$ cat src/rtl/dec_pkg.sv
// Shared mode encoding and counter sizing for the dec_n_scan family.
// Pure definitions: no latency, no flow control.
package dec_pkg;

    localparam logic [1:0] MODE_DIRECT = 2'b00;
    localparam logic [1:0] MODE_SCAN   = 2'b01;
    localparam logic [1:0] MODE_PULSE  = 2'b10;
    localparam logic [1:0] MODE_RSVD   = 2'b11;

    // Width of a counter that must hold 0..value-1, never narrower than one bit.
    function automatic int cnt_width(input int value);
        return (value > 1) ? $clog2(value) : 1;
    endfunction

endpackage

$ cat src/rtl/dec_n_onehot.sv
// Combinational N-to-2^N one-hot decoder with no enable.
// Zero latency, no backpressure.
module dec_n_onehot #(
    parameter int N = 3
) (
    input  logic [N-1:0]      sel,
    output logic [(1<<N)-1:0] onehot
);

    always_comb begin
        onehot      = '0;
        onehot[sel] = 1'b1;
    end

endmodule

$ cat src/rtl/dec_n_scan.sv
// One-hot select driver with DIRECT decode, SCAN walker and PULSE strobe modes.
// All outputs registered, 1 clock from inputs; no backpressure, PULSE reports busy and drops load while busy.
module dec_n_scan
    import dec_pkg::*;
#(
    parameter int N         = 3,
    parameter int DWELL     = 4,
    parameter int PULSE_LEN = 3
) (
    input  logic              clk,
    input  logic              rst_n,
    input  logic              en,
    input  logic [1:0]        mode,
    input  logic [N-1:0]      a,
    input  logic              load,
    output logic [(1<<N)-1:0] y,
    output logic [N-1:0]      idx,
    output logic              busy,
    output logic              wrap
);

    localparam int DW = cnt_width(DWELL);
    localparam int PW = cnt_width(PULSE_LEN);
    localparam logic [DW-1:0] DWELL_LAST = DW'(DWELL - 1);
    localparam logic [PW-1:0] PULSE_INIT = PW'(PULSE_LEN - 1);
    localparam logic [N-1:0]  IDX_LAST   = '1;

    logic [DW-1:0]     dwell_cnt;
    logic [PW-1:0]     pulse_cnt;
    logic [1:0]        prev_mode;
    logic              mode_chg;
    logic [DW-1:0]     dwell_eff;
    logic [PW-1:0]     pulse_eff;
    logic              busy_eff;
    logic              scan_step;
    logic [N-1:0]      dec_sel;
    logic [(1<<N)-1:0] dec_out;

    // A mode switch acts as if counters and busy were already clear on this edge.
    always_comb begin
        mode_chg  = (mode != prev_mode);
        dwell_eff = mode_chg ? '0 : dwell_cnt;
        pulse_eff = mode_chg ? '0 : pulse_cnt;
        busy_eff  = busy & ~mode_chg;
        scan_step = (dwell_eff == DWELL_LAST);
        dec_sel   = a;
        if (mode == MODE_SCAN) begin
            dec_sel = scan_step ? idx + 1'b1 : idx;
        end
    end

    dec_n_onehot #(.N(N)) u_onehot (
        .sel    (dec_sel),
        .onehot (dec_out)
    );

    always_ff @(posedge clk) begin
        prev_mode <= mode;
        if (!rst_n) begin
            y         <= '0;
            idx       <= '0;
            busy      <= 1'b0;
            wrap      <= 1'b0;
            dwell_cnt <= '0;
            pulse_cnt <= '0;
        end else begin
            wrap      <= 1'b0;
            dwell_cnt <= dwell_eff;
            pulse_cnt <= pulse_eff;
            busy      <= busy_eff;
            if (!en) begin
                y         <= '0;
                busy      <= 1'b0;
                dwell_cnt <= '0;
                pulse_cnt <= '0;
            end else begin
                case (mode)
                    MODE_DIRECT: begin
                        y   <= dec_out;
                        idx <= a;
                    end
                    MODE_SCAN: begin
                        y <= dec_out;
                        if (scan_step) begin
                            dwell_cnt <= '0;
                            idx       <= dec_sel;
                            wrap      <= (idx == IDX_LAST);
                        end else begin
                            dwell_cnt <= dwell_eff + 1'b1;
                        end
                    end
                    MODE_PULSE: begin
                        // While busy y holds; load is ignored until busy has fallen.
                        if (busy_eff) begin
                            if (pulse_eff == '0) begin
                                y    <= '0;
                                busy <= 1'b0;
                            end else begin
                                pulse_cnt <= pulse_eff - 1'b1;
                            end
                        end else if (load) begin
                            y         <= dec_out;
                            idx       <= a;
                            busy      <= 1'b1;
                            pulse_cnt <= PULSE_INIT;
                        end else begin
                            y <= '0;
                        end
                    end
                    default: begin
                        y    <= '0;
                        busy <= 1'b0;
                    end
                endcase
            end
        end
    end

endmodule

$ cat config.mk
export PLATFORM = sky130hd
export DESIGN_NAME = dec_n_scan
export DESIGN_NICKNAME = d
export VERILOG_FILES = /design/src/rtl/dec_pkg.sv /design/src/rtl/dec_n_onehot.sv /design/src/rtl/dec_n_scan.sv
export SDC_FILE = /design/constraint.sdc
export NUM_CORES = 1
export LEC_CHECK = 0
export CAP_MARGIN = 20
export CORE_MARGIN = 3
export CORE_UTILIZATION = 48
export DETAILED_ROUTE_END_ITERATION = 12
export PLACE_DENSITY = 0.77
export SLEW_MARGIN = 20
export SYNTH_ARGS = -nofsm -noshare
export SYNTH_HDL_FRONTEND = slang
export SYNTH_SLANG_ARGS = --single-unit
$ cat constraint.sdc
create_clock -name clk -period 2.6 [get_ports clk]
set_clock_uncertainty 0.1 [all_clocks]
set_input_delay 0.52 -clock clk [delete_from_list [all_inputs] [get_ports clk]]
set_output_delay 0.52 -clock clk [all_outputs]
set_load 0.02 [all_outputs]
==> parameters.txt <==
Parameter                              Value

Routing
  Via count    between 800 and 900
  Total routed wirelength    1970 um
  Post-route ant nets    0
  Number of search-and-repair iterations in the first detailed-routing pass    4
  Amount of wire on met3 after detailed routing    73 um
  DRC marker count from the first detailed-route iteration    10
  Per-cell via count in the routed design    5.14
  Number of remaining DRC errors    0
  Uppermost routed layer    met4
  Met2 layer wire length in the routed design    around 940 um
  Met1 Wirelength    929 um
  Routed length per placed instance    12.3 um

Layout
  Filler cell count    141
  Most common cell after layout, fill and taps aside    clkdlybuf4s50_1
  Highest-count cells in the layout ignoring fill and taps    clkdlybuf4s50_1 (21), dfxtp_1 (19), nand2_1 (13)
  Share of the core filled with cells in the final layout    72.5%
  Layout Cells excl Fill    161
  Post-layout net count    149
  Fraction of final layout cells sized beyond drive strength 1    about a fifth
  Area Growth Syn to Fin    37.9%
  Antenna diode count    0

Timing
  Transition at the pin with the smallest max-transition slack    407 ps
  Slew headroom    72.8%
  Tmin final    2510 ps
  Max Transition Viols Final    0
  Number of failing hold endpoints at the final stage    0
  Post-route worst hold slack    360 ps
  RSZ-0062 raised after global routing    no
  Final worst-path cycle share    96.5%
  Maximum clock rate    399 MHz
  Finish-stage setup viols    0
  Setup TNS    0 ps

Yosys
  Cell area after synthesis    between 900 and 1000 sq um
  Share of the synthesized area in the top cell type    between 40% and 50%
  Flop and latch count out of synthesis    19
  Dominant cells by area after synthesis    dfxtp_1 (40%), nand2_1 (5.2%), mux2i_1 (4.2%)
  Count of warnings emitted by yosys    0
  Count of distinct cell types in the synthesized netlist    33
  Biggest area consumer among synthesized cells    dfxtp_1
  Post-Syn Area per Cell    9.38 sq um
  Cell count after synthesis    101
  Mapped Nets    113
  Seq/Total Area, Yosys    between 40 and 50%

Worst hold path
  Worst min-delay path class    flip-flop to flip-flop

Floorplanning
  Placement row count    15
  Standard cell core area    1800 sq um
  Starting Density    52.6%
  Die Y    around 50 um
  Number of top-level pins    22
  Die area    2540 sq um
  Width of the chip    a little over 50 um

Setup path
  WP data required    2700 ps
  Kind of capture point of the worst setup path    flip-flop
  Signal arrival time at the worst endpoint    about 2600 ps
  Cell chain of the critical path    clkdlybuf4s50_1 > xnor2_2 > and3_1 > ha_1 > mux2_2 > mux2i_2 > nand2b_1 > o21ai_1
  Type of element launching the critical path    primary input
  Path type of the worst setup path    primary input to flip-flop
  CP max stage delay    460 ps
  Library cell contributing the largest single delay on the critical path    clkdlybuf4s50_1
  Worst Path Max Fanout    6
  CP Buf/Inv Count    1
  Kind of cell adding the most delay to the critical path    multiplexers

Power and ir drop
  Power Dens Cells    between 400 and 500 nW/um^2
  Maximum vdd ir drop    293 uV
  Leakage power total    0.516 nW
  Design Power    0.553 mW

Global route
  Total congestion overflow after global routing    0
  Initial antenna violation count    0
  Wire length of the first global-routing pass    3360 um
  Total track usage    16.9%
  Vias in the first global route    800
  Pin count of the biggest net entering global routing    12

Placement
  Final estimated routing congestion in global placement    between 0.7 and 0.8
  Post-Place Cells    ~160
  Port-buffer cells    21
  Placed wire-length estimate    1570 um

CTS
  CTS resizes    0
  Hold Buf Count CTS    0
  H-tree levels    1
  Number of buffers on the longest clock path    2
  Number of setup buffers added after CTS    0
  CTS tree    built
  Inserted Clock Buffers    3
  CTS root buffer    clkbuf_4
  Clock slew at the register clock pins of the worst setup and hold paths    about 100 ps
  Clk Latency, worst-skew pair    300 ps
  Clock sink count    19

Flow run
  Max Cap Viol    0

Run status
  Run status    finished, final reports clean
final cells by class:
| class | instances | area [sq um] | share of cell area, % |
|---|---|---|---|
| multi-input combinational | 76 | 552 | 42.2 |
| sequential | 19 | 380 | 29.1 |
| timing repair buffer | 33 | 300 | 23.0 |
| tap | 25 | 31.3 | 2.39 |
| clock buffer | 3 | 22.5 | 1.72 |
| inverter | 4 | 15.0 | 1.15 |
| clock inverter | 1 | 5.00 | 0.383 |
through the flow:
stage / instance area [sq um] / setup WS [ps]
after floorplan: 947 / 215
after global placement: 1260 / -190
after detailed placement: 1260 / -252
after CTS: 1290 / 52.6
after global routing: 1310 / 9.13
final: 1310 / 91.6
cells in the mapped netlist:
master / number
mux2i_2: 2
a31oi_1: 1
mux2_2: 1
and4b_4: 1
nor3b_1: 1
inv_1: 4
o31ai_1: 2
and3_1: 3
nor2_1: 3
mux2_1: 1
and2_1: 5
a21o_1: 1
xnor2_1: 3
nand3_1: 2
nand3b_1: 4
buf_4: 1
nor2b_1: 1
o21bai_1: 1
buf_6: 1
o21ai_1: 6
xor2_1: 1
dfxtp_1: 19
ha_1: 3
nand2_1: 13
mux2i_1: 4
or2_2: 1
o211ai_1: 1
nor4_2: 1
a2111oi_4: 1
nor3_1: 1
nand2b_1: 6
o21ai_0: 2
a21oi_1: 4
worst reg2reg max path: cells and delay by family (launching register included):
kind            cells  cell delay (ps)
fa+ha+maj           1              250
compound gates      1               80
simple gates        2              420
flops               1              410
xor+xnor            1              150
mux                 2              660
kinds of logic (layout without fill, tap and decap cells):
group | count (synthesis) | after routing | synth area share [%]
flops | 19 | 19 | 40.2
fa+ha+maj | 3 | 3 | 3.96
buf+inv | 6 | 41 | 3.57
xor+xnor | 4 | 4 | 3.70
compound gates | 19 | 19 | 13.9
simple gates | 42 | 42 | 25.2
mux | 8 | 8 | 9.51
where the power goes:
| part | switching [mW] | total, mW | internal, mW |
|---|---|---|---|
| clock | 0.0911 | 0.148 | 0.0573 |
| combinational | 0.0462 | 0.100 | 0.0540 |
| sequential | 0.00642 | 0.304 | 0.298 |
| total | 0.144 | 0.553 | 0.409 |
worst paths after layout:
check / from / to / slack [ps] / cells after the start
worst max-delay path: mode[0] / y[6] / 90 / 8
worst min-delay path: y[1] / y[1] / 360 / 2
worst max register to register: prev_mode[1] / y[6] / 440 / 7
worst min register to register: y[1] / y[1] / 360 / 2
registers in the layout, indices dropped and copies added, names as in the netlist:
name / count
idx: 3
busy: 1
prev_mode: 2
wrap: 1
pulse_cnt: 2
y: 8
dwell_cnt: 2
metal layers:
| layer | track usage, % | up-vias |
|---|---|---|
| met4 | 6.28 | 0 |
| met3 | 3.56 | 5 |
| met5 | 0 | - |
| met2 | 29.8 | 15 |
| li1 | - | 424 |
| met1 | 20.1 | 384 |
Power figures use the tool's default switching activity.
